$ cat config.mk
export PLATFORM = sky130hd
export DESIGN_NAME = randomizer
export DESIGN_NICKNAME = d
export VERILOG_FILES = /design/src/rtl/randomizer_pkg.sv /design/src/rtl/randomizer_prbs15_lfsr.sv /design/src/rtl/randomizer.sv
export SDC_FILE = /design/constraint.sdc
export NUM_CORES = 1
export LEC_CHECK = 0
export BUFFER_PORTS_ARGS = -buffer_cell sky130_fd_sc_hd__buf_2
export CORE_MARGIN = 3
export CORE_UTILIZATION = 35
export CTS_CLUSTER_SIZE = 8
export DETAILED_ROUTE_END_ITERATION = 7
export PLACE_DENSITY_LB_ADDON = 0.08
export REMOVE_ABC_BUFFERS = 1
export SLEW_MARGIN = 0
export SYNTH_ARGS = -nofsm -noshare
export SYNTH_HDL_FRONTEND = slang
export SYNTH_SLANG_ARGS = --single-unit
$ cat constraint.sdc
create_clock -name clock -period 1.5 [get_ports clock]
set_input_delay 0.075 -clock clock [delete_from_list [all_inputs] [get_ports clock]]
set_output_delay 0.075 -clock clock [all_outputs]
set_load 0.03 [all_outputs]
$ cat src/rtl/randomizer_pkg.sv
`default_nettype none
// +------------------------------------------------------------------+
// | Module   : randomizer_pkg                                        |
// | Purpose  : Shared PHY constants and types for the 802.16 style   |
// |            bit-serial randomizer (15-bit LFSR, 1 + x^14 + x^15). |
// | Revision : 1.0  initial release                                  |
// +------------------------------------------------------------------+
package randomizer_pkg;

  localparam int LFSR_LEN = 15;

  // 802.16 default burst seed, seed[14] = stage 1 ... seed[0] = stage 15
  localparam logic [LFSR_LEN-1:0] DEFAULT_SEED = 15'b011_0111_0001_0101;

  // What the register does on the coming clock edge, in priority order
  typedef enum logic [1:0] {
    ACT_HOLD    = 2'd0,
    ACT_RESET   = 2'd1,
    ACT_LOAD    = 2'd2,
    ACT_ADVANCE = 2'd3
  } lfsr_action_e;

  // Stages 14 and 15 sit in the two least significant bits of the state
  function automatic logic prbs_tap(input logic [LFSR_LEN-1:0] state);
    return state[1] ^ state[0];
  endfunction

endpackage
`default_nettype wire

$ cat src/rtl/randomizer_prbs15_lfsr.sv
`default_nettype none
// +------------------------------------------------------------------+
// | Module   : randomizer_prbs15_lfsr                                |
// | Purpose  : PRBS15 generator (1 + x^14 + x^15) with seed bypass:  |
// |            until the first advance after reset/load the seed     |
// |            port itself is the effective state, so the very first |
// |            bit of a burst needs no clock edge.                   |
// | Revision : 1.0  initial release                                  |
// +------------------------------------------------------------------+
module randomizer_prbs15_lfsr
  import randomizer_pkg::*;
(
  input  logic                clock,
  input  logic                reset,
  input  logic                enable,
  input  logic                load,
  input  logic [LFSR_LEN-1:0] seed,
  output logic                prbs
);

  logic [LFSR_LEN-1:0] r_state;
  logic                r_primed;
  logic [LFSR_LEN-1:0] w_state;
  lfsr_action_e        w_action;

  // Effective state: the seed stands in for the register until primed
  always_comb begin
    w_state = r_primed ? r_state : seed;
    prbs    = prbs_tap(w_state);
  end

  // Decode the edge action with reset > load > enable priority
  always_comb begin
    w_action = ACT_HOLD;
    if (reset) begin
      w_action = ACT_RESET;
    end else if (load) begin
      w_action = ACT_LOAD;
    end else if (enable) begin
      w_action = ACT_ADVANCE;
    end
  end

  // Register update; load only disarms, the seed is re-read on the next advance
  always_ff @(posedge clock) begin
    case (w_action)
      ACT_RESET: begin
        r_state  <= '0;
        r_primed <= 1'b0;
      end
      ACT_LOAD: begin
        r_primed <= 1'b0;
      end
      ACT_ADVANCE: begin
        r_state  <= {prbs, w_state[LFSR_LEN-1:1]};
        r_primed <= 1'b1;
      end
      default: begin
        r_state  <= r_state;
        r_primed <= r_primed;
      end
    endcase
  end

endmodule
`default_nettype wire

$ cat src/rtl/randomizer.sv
`default_nettype none
// +------------------------------------------------------------------+
// | Module   : randomizer                                            |
// | Purpose  : Bit-serial 802.16 style data randomizer. Each input   |
// |            bit is XORed with the PRBS15 bit when enabled, else   |
// |            passed through. Zero latency: o is combinational.     |
// | Revision : 1.0  initial release                                  |
// +------------------------------------------------------------------+
module randomizer
  import randomizer_pkg::*;
(
  input  logic                clock,
  input  logic                reset,
  input  logic                Enable,
  input  logic                load,
  input  logic [LFSR_LEN-1:0] seed,
  input  logic                pi,
  output logic                o
);

  logic w_prbs;

  randomizer_prbs15_lfsr u_lfsr (
    .clock  (clock),
    .reset  (reset),
    .enable (Enable),
    .load   (load),
    .seed   (seed),
    .prbs   (w_prbs)
  );

  // Scramble while enabled, otherwise bypass the data untouched
  always_comb begin
    o = Enable ? (pi ^ w_prbs) : pi;
  end

endmodule
`default_nettype wire

==> flow_summary.ini, run 1 <==
[route]
dr.pass1.iters = 3
wl_met3_um = 76
met2_length_um = 683
wl_um = 1385
drtIter0Drc = 5
wl_per_cell_um = 12.15
avgViaCountPerCell = 4.632
wl_met1_um = 595
drc = 0
drtAntennaViolNets = 0
top_layer_used = met4
vias = 528

[power_and_ir_drop]
power_frac_clock_pct = 23.8
seqPwrFrac_pct = 59.0
power_density_nw_per_um2 = 914.2
swShare_pct = 22.95
p_int_uw = 698.0
pwr-share-comb_pct = 17.1
p_leak_uw = 0.0004201
ir_worst_vdd_mv = 0.4645
p_sw_uw = 207.9

[die]
num_rows = 16
core_um2 = 2082
die_w_um = 54.09
die_y_um = 54.09
ios = 21
dieArea_um2 = 2926
initial_core_util_pct = 38.88

[place]
gp_congestion = 0.6676
port-buffer-count = 20
dp_hpwl_um = 964.7
pre_cts_slack_ns = 0.2830
dp_cells = 108

[finish]
diodes = 0
layout.cells.non_filler = 114
drive_gt1_share_pct = 39.08
fill_cells = 205
layout.area.seq_um2 = 480.5
areaGrowthSynthToFinish_pct = 22.41
final_util_pct = 47.60
multi_input_area_um2 = 295.3
nNetsFinal = 109

[min_path]
worstHoldEndpoint = u_lfsr.r_state[9]
min_path_cells = 3
hold_path.class = input port to flip-flop
min_from = seed[10]

[synth]
synthAdderAreaFrac_pct = 0
post-synth-top-area-fraction_pct = 59.35
syn-cell-area_um2 = 809.5
synth-compound-area-share_pct = 2.473
synth_top_family_by_area = multiplexers
synth-simple-area-share_pct = 11.13
yosys.area.top_type = edfxtp_1
synth_area_leaders = edfxtp_1, mux2i_1, nor2_1
avgSynthCellArea_um2 = 13.27
synth-seq-cells = 16
ys_warn_count = 0
synthXorXnorAreaFrac_pct = 3.246
muxShareOfSynthArea_pct = 18.70
synthCells = 61
ys_seq_area_share_pct = 59.35
ys_types = 14

[global_route]
antenna_found_initial = 0
grt_pass1_vias = 477
globalRoute.totalOverflow = 0
grt_usage_pct = 11.26
grt_pass1_wl_um = 2235
grt_max_degree = 17

[worst_setup_path]
crit_arrival_ns = 1.34
path_max_fanout = 3
max_stage_delay_ns = 0.44
r2r_start = u_lfsr.r_primed
path_buf_inv = 1
crit_type = flip-flop to output pin
crit_family = flip-flops
reg2regPathDepth = 4
critPathLaunchType = flip-flop
reg2reg_to = u_lfsr.r_state[7]
crit_slowest_cell = edfxtp_1
worstSetupEndpointType = output pin
cp.required_ns = 1.42
rrSetupSlack_ns = 0.27
cp_cell_sequence = nand2b_4, o22ai_2, xor2_1, buf_4

[sta]
period_share_pct = 94.61
setup_viol = 0
relSlewSlack_pct = 79.98
slew_violations = 0
worstMarginPinSlew_ns = 0.2993
timing_hold_violations_final = 0
layout_min_cycle_time_ns = 1.419
worst_clock_skew_ns = 0.003596
fmax_ghz = 0.7047
setup_ws_ns = 0.08088

[clocking]
cts_tree = yes
clkSinkCount = 16
cts_max_level = 1
clk_latency_ns = 0.28
cts_max_path_buffers = 2
cts-buffers-inserted = 3
root_buffer = clkbuf_4
clk_pin_slew_worst_paths_ns = 0.09

[run_status]
outcome = completed

[flow_run]
drv_cap = 0
==> area by class of cell <==
cell class / instances / share of cell area, %
sequential: 16 / 48.48
timing repair buffer: 26 / 15.28
clock buffer: 3 / 2.273
inverter: 2 / 0.7576
multi-input combinational: 40 / 29.80
tap: 27 / 3.409
==> layout by cell type (no fill, tap or decap) <==
master    count
buf_2        19
nor2_1       16
edfxtp_1     16
mux2i_1      14
buf_4         6
clkbuf_4      3
inv_1         2
a21o_1        1
nand2_2       1
or3_1         1
xnor2_1       1
nand2b_4      1
nand2_1       1
xnor2_2       1
o22ai_2       1
xor2_1        1
mux2_2        1
buf_6         1
==> Yosys cell counts <==
cell type / n
a21o_1: 1
xor2_1: 1
mux2_2: 1
nand2_2: 1
o22ai_2: 1
edfxtp_1: 16
mux2i_1: 14
buf_6: 3
or3_1: 1
nand2_1: 1
inv_1: 2
nor2_1: 16
xnor2_1: 2
nand2b_4: 1
==> worst max-delay path by stage <==
| stage | to | depth (start not counted) | from |
|---|---|---|---|
| 2_1_floorplan | o | 3 | u_lfsr.r_primed |
| 3_3_place_gp | o | 5 | u_lfsr.r_primed |
| 3_5_place_dp | o | 5 | u_lfsr.r_primed |
| 4_1_cts | o | 5 | u_lfsr.r_primed |
| 5_1_grt | o | 4 | u_lfsr.r_state[1] |
| 6_report | o | 4 | u_lfsr.r_primed |
==> per-layer routing <==
metal  track usage (%)  vias up
li1                  -      267
met1             15.08      244
met2             16.13       13
met3             2.493        4
met4             7.469        0
met5                 0        -
==> power by group through the flow <==
stage               Sequential (µW)  Combinational, µW  Clock (µW)
global route                    537                171         254
global placement                542                143           0
finish                          535                155         216
floorplan                       550               79.0           0
detailed placement              543                143           0
CTS                             534                147         226
==> worst min-delay path, stage by stage <==
cell and delay, ns:
buf_2 0.07, mux2i_1 0.05, nor2_1 0.07
==> state kept, by name (all words and copies together), names as in the netlist <==
register / cells
u_lfsr.r_state: 15
u_lfsr.r_primed: 1
==> logic make-up after synthesis <==
kind of cell / count (synthesis)
AO/OA/AOI/OAI: 2
XOR/XNOR: 3
multiplexers: 15
flip-flops: 16
AND/OR/NAND/NOR: 20
buffers and inverters: 5
==> timing repair <==
action                     in CTS  in global routing
resized for setup               2                  1
setup endpoints to repair       1                  1
buffers inserted                0                  3
hold buffers                    0                  0
==> metrics by stage <==
stage	hold slack (ns)	power, µW	area, µm²	TNS, ns
after floorplan	0.2763	629.5	775.7	-0.1535
after global placement	0.3864	685.0	932.1	0
after global routing	0.1127	963.0	991.0	-0.01797
final	0.1038	905.9	991.0	0
after detailed placement	0.3944	686.0	932.1	0
after CTS	0.1003	907.4	960.9	0
Power figures use the tool's default switching activity.
==> inputs of run 2 (changes only) <==
--- a/config.mk
+++ b/config.mk
@@ -5,6 +5,7 @@
 export SDC_FILE = /design/constraint.sdc
 export NUM_CORES = 1
 export LEC_CHECK = 0
+export ABC_AREA = 1
 export BUFFER_PORTS_ARGS = -buffer_cell sky130_fd_sc_hd__buf_2
 export CORE_MARGIN = 3
 export CORE_UTILIZATION = 35
==> run 2 against run 1 <==
  * The flow now finishes with violations (negative setup slack)
  * Combinational power is 21% higher
  * Routed wire length rose by 32%
  * Die area increased by 6.0%
  * Non-clock buffer count rose by 4
==> flow_summary.ini, run 2 <==
[run_status]
outcome = finished, violations left
violations = negative setup slack

[sta]
relSlewSlack_pct = 75.91
period_share_pct = 103.8
layout_min_cycle_time_ns = 1.557
timing_hold_violations_final = 0
worst_clock_skew_ns = 0.001875
rsz0062_at_grt = true
slew_violations = 0
setup_ws_ns = -0.05698
fmax_ghz = 0.6423
worstMarginPinSlew_ns = 0.3608
holdWs_ns = 0.1127
setup_viol = 1

[synth]
ys_types = 13
synth_area_leaders = edfxtp_1, nand2_1, a21oi_2
synthMostInstantiatedCell = nand2_1
synthFlopType = edfxtp_1
syn-cell-area_um2 = 864.6
ys_seq_area_share_pct = 55.57
synth-seq-cells = 16
ys_warn_count = 0
yosys.area.top_type = edfxtp_1
post-synth-top-area-fraction_pct = 55.57
ys_top_cells_by_count = nand2_1, edfxtp_1, a21oi_2
synthCells = 95
async_reset_ff_share_pct = 0
synth_edf_count = 16
avgSynthCellArea_um2 = 9.101

[finish]
layout_commonest_cell = nand2_1
diodes = 0
final_cell_mix = nand2_1, buf_2, edfxtp_1, a21oi_2, buf_4
areaGrowthSynthToFinish_pct = 28.51
fill_cells = 229
largest_register_ff_count = 15
reg.largest.list = u_lfsr.r_state: 15 flops, u_lfsr.r_primed: 1 flops
top_register = u_lfsr.r_state
final_util_pct = 48.82
drive_gt1_share_pct = 44.00
nNetsFinal = 146
multi_input_area_um2 = 347.8
layout.area.seq_um2 = 480.5
final_area_um2 = 1111
layout.cells.non_filler = 153

[route]
wl_per_cell_um = 11.96
dr.pass1.iters = 4
drtIter0Drc = 21
avgViaCountPerCell = 4.608
drtAntennaViolNets = 0
vias = 705
drc = 0
wl_um = 1830

[worst_setup_path]
worstSetupEndpointType = output pin
critPathLaunchType = flip-flop
reg2regPathDepth = 7
cp.required_ns = 1.42
crit_type = flip-flop to output pin
max_stage_delay_ns = 0.52
crit_slowest_cell = edfxtp_1
rrSetupSlack_ns = 0.14
reg2reg_to = u_lfsr.r_state[14]
crit_arrival_ns = 1.48
crit_family = flip-flops
cp_common_cell = nand2_1
cp_cell_sequence = inv_4, nand2_1, nand2_2, nand2_2, nand2_1, nand3_1, nand2_1, buf_6
path_buf_inv = 2
path_max_fanout = 6
r2r_start = u_lfsr.r_primed

[flow_run]
drv_cap = 0

[min_path]
worstHoldEndpoint = u_lfsr.r_primed
min_path_cells = 2
min_from = reset
hold_path.class = input port to flip-flop

[place]
dp_cells = 143
gp_congestion = 0.7799
postPlaceCellArea_um2 = 997.2
port-buffer-count = 20
dp_hpwl_um = 1268

[clocking]
clk_pin_slew_worst_paths_ns = 0.09
cts-buffers-inserted = 3
cts_max_path_buffers = 2
cts_tree = yes
clkSinkCount = 16
clk_latency_ns = 0.28
cts_max_level = 1
root_buffer = clkbuf_4
postCtsHoldBufs = 0

[power_and_ir_drop]
swShare_pct = 26.44
power_frac_clock_pct = 24.0
p_leak_uw = 0.0005015
ir_worst_vdd_mv = 0.4819
power.total_uw = 954.5
seqPwrFrac_pct = 56.3
p_int_uw = 702.2
p_sw_uw = 252.3
pwr-share-comb_pct = 19.7
power_density_nw_per_um2 = 859.1

[die]
die_y_um = 55.70
num_rows = 17
ios = 21
initial_core_util_pct = 37.99
core_um2 = 2276
dieArea_um2 = 3102
die_w_um = 55.70

[global_route]
grt_pass1_vias = 680
grt_pass1_wl_um = 2987
grt_usage_pct = 12.16
globalRoute.totalOverflow = 0
grt_max_degree = 16
antenna_found_initial = 0
-- run 2: area by class of cell --
class,count,share of cell area (%)
flip-flops and latches,16,43.24
clock buffers,3,2.027
clock inverters,1,0.3378
repair buffers,30,16.67
well taps,28,3.153
multi-input cells,66,31.31
inverters,9,3.266
-- run 2: logic make-up after synthesis --
| group | count (synthesis) | share of synthesized area [%] |
|---|---|---|
| AND/OR/NAND/NOR | 51 | 23.88 |
| AO/OA/AOI/OAI | 15 | 12.59 |
| flip-flops | 16 | 55.57 |
| buffers and inverters | 13 | 7.960 |
-- run 2: power by group through the flow --
stage	registers, µW	logic [µW]	clock network (µW)
after global routing	542	208	253
after floorplan	547	83.2	0
after detailed placement	546	150	0
after CTS	537	173	247
after global placement	546	149	0
final	538	188	229
-- run 2: per-stage QoR --
stage | worst slack [ns] | setup TNS [ns]
3_5_place_dp | 0.1895 | 0
4_1_cts | -0.02184 | -0.02184
2_1_floorplan | -0.1235 | -1.852
6_report | -0.05698 | -0.05698
3_3_place_gp | 0.2072 | 0
5_1_grt | -0.1625 | -0.1625
-- run 2: timing repair --
action	in CTS	in global routing
pin swaps	7	6
endpoints found under the setup margin	1	1
setup buffers	4	2
resized for setup	7	7
-- run 2: how the worst max path moves through the flow --
stage | start | to | slack, ns | depth (start not counted)
CTS | u_lfsr.r_primed | o | -0.02 | 8
floorplan | Enable | u_lfsr.r_state[0] | -0.12 | 2
finish | u_lfsr.r_primed | o | -0.06 | 8
global placement | u_lfsr.r_primed | o | 0.21 | 8
global route | u_lfsr.r_primed | o | -0.16 | 8
detailed placement | u_lfsr.r_primed | o | 0.19 | 8
-- run 2: metal layers --
| metal | vias to the layer above | track usage, % | share of wire [%] | wire (µm) |
|---|---|---|---|---|
| li1 | 369 | - | - | - |
| met1 | 316 | 15.82 | 45 | 823 |
| met2 | 20 | 19.59 | 48 | 883 |
| met3 | 0 | 4.408 | 6.7 | 123 |
| met4 | 0 | 2.083 | 0 | 0 |
| met5 | - | 0 | 0 | 0 |
-- run 2: worst register-to-register path, stage by stage (launching register included) --
cell,delay (ns)
edfxtp_1,0.52
inv_4,0.13
nand2_1,0.07
nand2_2,0.09
nand2_2,0.05
buf_4,0.12
buf_4,0.12
a21oi_2,0.11
